$ cat src/rtl/dct_2d_seq.sv
// rtl/dct_2d_seq.sv - sequencer running one shared 8-point 1-D DCT datapath as a separable 8x8 2-D DCT
//
// Purpose:
//   Accepts 8 input rows over a valid/ready handshake and issues them to an external 8-point
//   1-D DCT datapath. It captures the 8 row results in a transpose buffer, then replays the
//   buffer columns through the same datapath and emits the 8 result columns. The datapath
//   carries no valid signal, so a tag pipe of LAT+1 stages runs alongside it. The tag pipe
//   tracks what is at the datapath output in each cycle.
//
// Ports:
//   clk       in   clock, all state on rising edge
//   rst_n     in   asynchronous active-low reset
//   i_valid   in   input row valid
//   i_ready   out  input row accepted when i_valid & i_ready
//   i_row     in   input row, element [c] = column c (signed W)
//   dp_x_in   out  registered datapath input (8 x W)
//   dp_x_out  in   datapath output (8 x DW), LAT cycles after dp_x_in
//   o_valid   out  output column valid (no backpressure)
//   o_col     out  2-D result column, element [r] = row r
//   o_idx     out  column index of o_col
//   o_last    out  high with column 7 of each block
//   busy      out  block has work pending or in flight

module dct_2d_seq #(
    parameter int W   = 16,
    parameter int DW  = 8,
    parameter int LAT = 8
) (
    input  logic                  clk,
    input  logic                  rst_n,
    input  logic                  i_valid,
    output logic                  i_ready,
    input  logic [7:0][W-1:0]     i_row,
    output logic [7:0][W-1:0]     dp_x_in,
    input  logic [7:0][DW-1:0]    dp_x_out,
    output logic                  o_valid,
    output logic [7:0][DW-1:0]    o_col,
    output logic [2:0]            o_idx,
    output logic                  o_last,
    output logic                  busy
);

    typedef enum logic [1:0] {
        ROW_IN   = 2'd0,
        ROW_WAIT = 2'd1,
        COL_OUT  = 2'd2
    } state_t;

    // One tag per datapath slot; tag_q[LAT] describes what dp_x_out carries this cycle.
    typedef struct packed {
        logic       vld;
        logic       is_col;
        logic [2:0] idx;
    } tag_t;

    state_t                 state_q, state_d;
    logic [2:0]             row_cnt_q, row_cnt_d;
    logic [2:0]             col_cnt_q, col_cnt_d;
    logic [7:0][W-1:0]      dp_x_in_q, dp_x_in_d;
    tag_t                   tag_q [0:LAT];
    tag_t                   tag_in_d;
    tag_t                   tag_out;

    // Transpose buffer: tbuf_q[row][col]. Contents need no reset.
    logic [7:0][DW-1:0]     tbuf_q [0:7];

    logic                   o_valid_q;
    logic [7:0][DW-1:0]     o_col_q;
    logic [2:0]             o_idx_q;
    logic                   o_last_q;
    logic                   in_flight;

    assign tag_out = tag_q[LAT];

    // Next-state and datapath issue
    always_comb begin
        state_d   = state_q;
        row_cnt_d = row_cnt_q;
        col_cnt_d = col_cnt_q;
        dp_x_in_d = '0;
        tag_in_d  = '0;
        i_ready   = 1'b0;

        case (state_q)
            ROW_IN: begin
                i_ready = 1'b1;
                if (i_valid) begin
                    dp_x_in_d = i_row;
                    tag_in_d  = '{vld: 1'b1, is_col: 1'b0, idx: row_cnt_q};
                    row_cnt_d = row_cnt_q + 3'd1;
                    if (row_cnt_q == 3'd7) begin
                        state_d = ROW_WAIT;
                    end
                end
            end

            ROW_WAIT: begin
                // Row 7's result reaches the buffer at the next edge. COL_OUT reads start one cycle later.
                if (tag_out.vld && !tag_out.is_col && tag_out.idx == 3'd7) begin
                    state_d = COL_OUT;
                end
            end

            COL_OUT: begin
                for (int r = 0; r < 8; r++) begin
                    dp_x_in_d[r] = W'($signed(tbuf_q[r][col_cnt_q]));
                end
                tag_in_d  = '{vld: 1'b1, is_col: 1'b1, idx: col_cnt_q};
                col_cnt_d = col_cnt_q + 3'd1;
                if (col_cnt_q == 3'd7) begin
                    state_d = ROW_IN;
                end
            end

            default: begin
                state_d = ROW_IN;
            end
        endcase
    end

    always_ff @(posedge clk or negedge rst_n) begin
        if (!rst_n) begin
            state_q   <= ROW_IN;
            row_cnt_q <= '0;
            col_cnt_q <= '0;
            dp_x_in_q <= '0;
            for (int i = 0; i <= LAT; i++) begin
                tag_q[i] <= '0;
            end
        end else begin
            state_q   <= state_d;
            row_cnt_q <= row_cnt_d;
            col_cnt_q <= col_cnt_d;
            dp_x_in_q <= dp_x_in_d;
            tag_q[0]  <= tag_in_d;
            for (int i = 1; i <= LAT; i++) begin
                tag_q[i] <= tag_q[i-1];
            end
        end
    end

    // Row results land in the transpose buffer as they leave the datapath.
    always_ff @(posedge clk) begin
        if (tag_out.vld && !tag_out.is_col) begin
            tbuf_q[tag_out.idx] <= dp_x_out;
        end
    end

    // Column results are registered once. o_col and o_idx hold between columns.
    always_ff @(posedge clk or negedge rst_n) begin
        if (!rst_n) begin
            o_valid_q <= 1'b0;
            o_col_q   <= '0;
            o_idx_q   <= '0;
            o_last_q  <= 1'b0;
        end else begin
            o_valid_q <= tag_out.vld && tag_out.is_col;
            o_last_q  <= 1'b0;
            if (tag_out.vld && tag_out.is_col) begin
                o_col_q  <= dp_x_out;
                o_idx_q  <= tag_out.idx;
                o_last_q <= (tag_out.idx == 3'd7);
            end
        end
    end

    always_comb begin
        in_flight = 1'b0;
        for (int i = 0; i <= LAT; i++) begin
            in_flight = in_flight | tag_q[i].vld;
        end
    end

    assign busy    = (state_q != ROW_IN) || in_flight || (row_cnt_q != 3'd0);
    assign dp_x_in = dp_x_in_q;
    assign o_valid = o_valid_q;
    assign o_col   = o_col_q;
    assign o_idx   = o_idx_q;
    assign o_last  = o_last_q;

endmodule

$ cat config.mk
export PLATFORM = sky130hd
export DESIGN_NAME = dct_2d_seq
export DESIGN_NICKNAME = d
export VERILOG_FILES = /design/src/rtl/dct_2d_seq.sv
export SDC_FILE = /design/constraint.sdc
export NUM_CORES = 1
export LEC_CHECK = 0
export CAP_MARGIN = 10
export CORE_MARGIN = 1
export CORE_UTILIZATION = 54
export CTS_BUF_LIST = sky130_fd_sc_hd__clkbuf_16
export DETAILED_ROUTE_END_ITERATION = 16
export GPL_ROUTABILITY_DRIVEN = 1
export PLACE_DENSITY = 0.81
export SLEW_MARGIN = 10
export SYNTH_ARGS = -nofsm -noshare
export SYNTH_HDL_FRONTEND = slang
export SYNTH_SLANG_ARGS = --single-unit
$ cat constraint.sdc
create_clock -name clk -period 6.9 [get_ports clk]
set_input_delay 1.725 -clock clk [delete_from_list [all_inputs] [get_ports clk]]
set_output_delay 1.725 -clock clk [all_outputs]
set_load 0.05 [all_outputs]
### Yosys cells after proc, flatten, opt, wreduce, memory -nomap -nowiden

Memory sizes are Yosys's and may differ from the RTL's.
Cells that the tools add are included.

| storage, ports and cells | value |
|---|---|
| logic and storage cells | 110 |
| memories | 1 |
| output and inout port bits | 199 |
| input port bits | 195 |
| flip-flop bits (word level) | 250 |
| bits in writable memories | 512 |

| cells by class | value |
|---|---|
| reduce and logical (&&, ||, !) cells | 11 |
| equal/unequal tests | 9 |
| add/sub/neg operators | 2 |
| bitwise logic cells | 8 |
| order comparisons | 1 |
| muxes and demuxes | 29 |

Memory list:

| memory | words | bits a word | rd ports | clocked after Yosys merged registers in | write ports | line | source |
|---|---|---|---|---|---|---|---|
| tbuf_q | 8 | 64 | 8 | 0 | 1 | 65 | `logic [7:0][DW-1:0] tbuf_q [0:7];` |

Operators by type and width:

| kind | number |
|---|---|
| $pmux W128 S2 | 1 |
| $bmux W8 S3 | 8 |
| $mux W128 | 1 |
| $mux W8 | 8 |
| $pmux W5 S2 | 1 |
| $eq A3 B3 Y1 const B | 3 |
| $mux W2 | 4 |
| $ne A2 B2 Y1 const B | 4 |
| $or A1 B1 Y1 | 8 |
| $add A3 B1 Y3 const B | 2 |
| $pmux W2 S3 | 1 |
| $mux W5 | 1 |
| $lt A3 B4 Y1 const B | 1 |
| $mux W1 | 4 |
| $reduce_and A4 Y1 | 1 |
| $logic_and A1 B1 Y1 | 3 |
| $reduce_bool A3 Y1 | 1 |
| $eq A2 B1 Y1 const B | 1 |
| $eq A2 B2 Y1 const B | 1 |
| $logic_not A2 Y1 | 1 |
| $logic_or A1 B1 Y1 | 2 |
| $reduce_and A2 Y1 | 1 |
| $reduce_bool A2 Y1 | 1 |
| $logic_not A1 Y1 | 1 |

### Longest topological paths before layout

| logic depth | value |
|---|---|
| depth after elaboration | 10 |
| depth in mapped cells | 7 |
| gate-level depth less buffers | 4 |

### Worst setup path after synthesis

OpenSTA, ideal clock, no wires.

| timing path | value |
|---|---|
| kind | register to register |
| start | register tag_q (netlist bit tag_out[1]) |
| end | memory tbuf_q[0][0] (netlist name) (enable) |
| path slack | 1102 ps |
| arrival | 5233 ps |
| required time | 6335 ps |
| period minus slack after synthesis | 5798 ps |
| stages on the path, launching flop included | 3 |
| library setup time | 565 ps |
| buffers on the path | 0 |
| path through | dfrtp_1 > or3b_2 > nor3_1 |

RTL lines:

| what | line | source |
|---|---|---|
| start, declared | 60 | `tag_t tag_q [0:LAT];` |
| start signal, assigned by index | 137 | `tag_q[i] <= tag_q[i-1];` |
| end, declared | 65 |  |

No word-level cell before the write port.

### Worst setup path after layout

| timing path | value |
|---|---|
| start | register state_q[0] |
| end | output port busy |

| between the ends | value |
|---|---|
| word-level cells in the longest chain between the ends | 3 |

RTL lines:

| what | line | source |
|---|---|---|
| start, declared | 56 | `state_t state_q, state_d;` |
| start signal, assigned | 131 | `state_q <= state_d;` |
| $reduce_bool A2 Y1 | 174 | `assign busy = (state_q != ROW_IN) \|\| in_flight \|\| (row_cnt_q != 3'd0);` |
| $logic_or A1 B1 Y1 (2 in series) | 174 |  |
| end, declared | 40 | `output logic busy` |

Every way passes these cells.

==> impl_metrics.py <==
metrics = {
    "synthesis": {
        "synth_seq_cells": 762,
        "yosys.cell_types.count": 36,
        "yosysMostFrequentCell": "sky130_fd_sc_hd__edfxtp_1",
        "synth_enable_flop_cells": 512,
        "synth_cells": 1454,
        "ys_top_cells_by_count": "sky130_fd_sc_hd__edfxtp_1, sky130_fd_sc_hd__dfrtp_1, sky130_fd_sc_hd__mux2_2",
        "ys_top_cells_by_area": "sky130_fd_sc_hd__edfxtp_1, sky130_fd_sc_hd__dfrtp_1, sky130_fd_sc_hd__mux2_2",
        "syn-mean-instance-area_sq_um": 19.1,
        "synth_largest_area_cell": "sky130_fd_sc_hd__edfxtp_1",
        "fraction_of_the_yosys_area_taken_by_sequential_cells_pct": 77.7,
        "postSynth.topFlopCell": "sky130_fd_sc_hd__edfxtp_1",
        "syn-cell-area_sq_um": 27800,
        "post-synth-top-area-fraction_pct": 55.2,
        "synthesis.nets": 1654,
        "asyncSetResetFlopFracSynth_pct": 32.8,
        "synth.yosys.warnings": 0,
    },
    "drt": {
        "drt_first_pass_iters": 5,
        "post-route-drc-count": 0,
        "total_via_count_in_the_routed_design": 15200,
        "post_drt_via_cell_ratio": 5.85,
        "drt-total-wl_um": 68900,
        "dr.first_iter.drc_count": 1327,
        "route.antenna.remaining_nets": 0,
        "routed_wire_length_per_instance_um": 26.5,
    },
    "setup_path": {
        "crit_path_end_kind": "primary output",
        "path_cells": "nor2_1 -> nand4_1 -> clkdlybuf4s50_1",
        "critical-path-top-delay-family": "buffers and inverters",
        "crit_path_max_incr_delay_ns": 0.84,
        "cp_num_buf_inv": 1,
        "cp-start-kind": "flop",
        "crit_type": "flop to primary output",
        "worst_ep_required_time_ns": 5.18,
        "slowest_stage": "sky130_fd_sc_hd__clkdlybuf4s50_1",
        "crit_fanout": 13,
        "critPathArrivalTime_ns": 2.42,
    },
    "global_routing": {
        "maximum_number_of_pins_on_one_net_before_global_route_repair": 145,
        "antenna_found_initial": 2,
        "grt.overflow.total": 0,
        "number_of_global_route_vias_before_repair": 16000,
        "grt_use_total_pct": 26.5,
        "grt_pass1_wl_um": 102000,
    },
    "sta": {
        "finalSetupTns_ns": 0,
        "fin_skew_ns": 0.0236,
        "max_slew_margin_pct": 33.0,
        "min_period_over_period_pct": 60.0,
        "finish_stage_setup_viols": 0,
        "final_period_minus_worst_setup_slack_ns": 4.14,
        "setup_repair_after_global_routing_missed_its_margin": "false",
        "maximum_frequency_from_static_timing_analysis_ghz": 0.241,
        "slew_violations": 0,
        "final_hold_viol_count": 0,
        "worst_slew_pin_slew_ns": 1.00,
    },
    "pwr": {
        "static-leakage-power_uw": 0.0134,
        "ir_drop_uv": 165,
        "total_power_uw": 9010,
        "pwr_density_cell_nw_per_um2": 259,
    },
    "clocking": {
        "clock_insertion_delay_worst_skew_ns": 0.62,
        "cts.clk_slew.worst_paths_ns": 0.06,
        "clk_path_buf_depth": 3,
        "h-tree-depth": 3,
        "postCtsSetupBuffers": 0,
        "cts.root.buffer_cell": "sky130_fd_sc_hd__clkbuf_16",
        "cts_inserted_buffers": 77,
        "clock_tree_from_tritoncts": "built",
        "ctsHoldBuffers": 0,
        "clock-sinks": 762,
        "post_cts_resize_count": 0,
    },
    "floorplan": {
        "placeableCoreArea_sq_um": 50500,
        "fp.dieArea_sq_um": 52400,
        "floorplan.die.height_um": 229,
        "num_rows": 82,
        "initial_core_util_pct": 55.1,
        "die_w_um": 229,
        "design.portCount": 394,
    },
    "layout": {
        "layout-drive-gt1-share_pct": 20.4,
        "layout.nets": 2061,
        "finalCoreUtilization_pct": 68.9,
        "stdcell_count": 2598,
        "area_overhead_of_the_layout_relative_to_synthesis_pct": 25.0,
        "final.fill_count": 3115,
    },
    "place": {
        "buffer_ports.inserted": 393,
        "post_placement_cell_count": 2454,
        "hpwl_um": 41700,
        "gp_congestion": 0.833,
    },
    "status": {
        "outcome": "completed",
    },
    "job": {
        "cap_violations": 0,
    },
    "min_path": {
        "min-delay-path-class": "flop to flop",
    },
}
-- cells by family (layout without fill, tap and decap cells) --
| logic type | count (synthesis) | in the layout | synth area share [%] |
|---|---|---|---|
| DFF | 762 | 762 | 77.7 |
| muxes | 253 | 253 | 13.2 |
| and+or+nand+nor | 203 | 203 | 3.28 |
| AOI/OAI and AO/OA | 143 | 143 | 3.88 |
| buffers and inverters | 86 | 557 | 1.62 |
| adders and majority gates | 5 | 5 | 0.225 |
| xor gates and xnor gates | 2 | 2 | 0.0630 |
| other | 0 | 1 | 0 |
-- layout by cell type, fill, tap and decap left out, drive strengths merged, types with 10 or more instances in the layout --
cell and n:
clkbuf 77, nand2 113, a22oi 56, a22o 10
edfxtp 512, clkinv 26, mux4 72, dfrtp 250
a21o 73, nand3 61, nor2 11, buf 18
clkdlybuf4s50 392, mux2 181, inv 33
-- registers in the layout (all words and copies together), names as in the netlist --
signal,flops
o_idx,3
dp_x_in,128
tbuf_q,512
col_cnt_q,3
tag_q,40
row_cnt_q,3
o_valid,1
tag_out,5
o_col,64
state_q,2
o_last,1
-- path summary, 6_finish.rpt --
path | from | endpoint | slack, ns | depth (start not counted)
min in group asynchronous | rst_n | o_col[17] | 1.18 | 1
max in group asynchronous | rst_n | col_cnt_q[1] | 4.31 | 2
max | state_q[0] | busy | 2.76 | 3
min | tag_q[35] | tag_q[30] | 0.35 | 0
min reg2reg | tag_q[35] | tag_q[30] | 0.35 | 0
max reg2reg | col_cnt_q[0] | dp_x_in[49] | 3.99 | 4
-- per-stage QoR --
stage	cell area (sq um)	hold WS, ns	worst slack [ns]
2_1_floorplan	27800	0.331	1.10
3_3_place_gp	32400	0.331	3.26
3_5_place_dp	32400	0.336	3.16
4_1_cts	34800	0.344	2.73
5_1_grt	34800	0.346	2.68
6_report	34800	0.346	2.76
-- where the power goes --
part / switching [uW] / internal (uW)
Sequential: 0.557 / 4890
Combinational: 116 / 99.8
Clock: 1710 / 2190
-- area by class of cell --
type                            count  area, sq um  area share (%)
Clock inverter                     66          432            1.24
Timing Repair Buffer              410         4090            11.8
Multi-Input combinational cell    606         5830            16.8
Clock buffer                       77         1930            5.54
Sequential cell                   762        21600            62.2
Tap cell                          672          841            2.42
Inverter                            4         16.3          0.0468
Antenna cell                        1         2.50         0.00720
-- per-layer routing --
layer,share of wire [%],vias to the layer above,wire (um),track usage (%)
met5,0.013,-,9,0
met4,2.8,2,1910,8.60
met3,8.5,121,5880,6.51
met2,49,765,33600,41.8
met1,40,7896,27500,36.5
li1,-,6414,-,-
(Power assumes the default switching activity.)
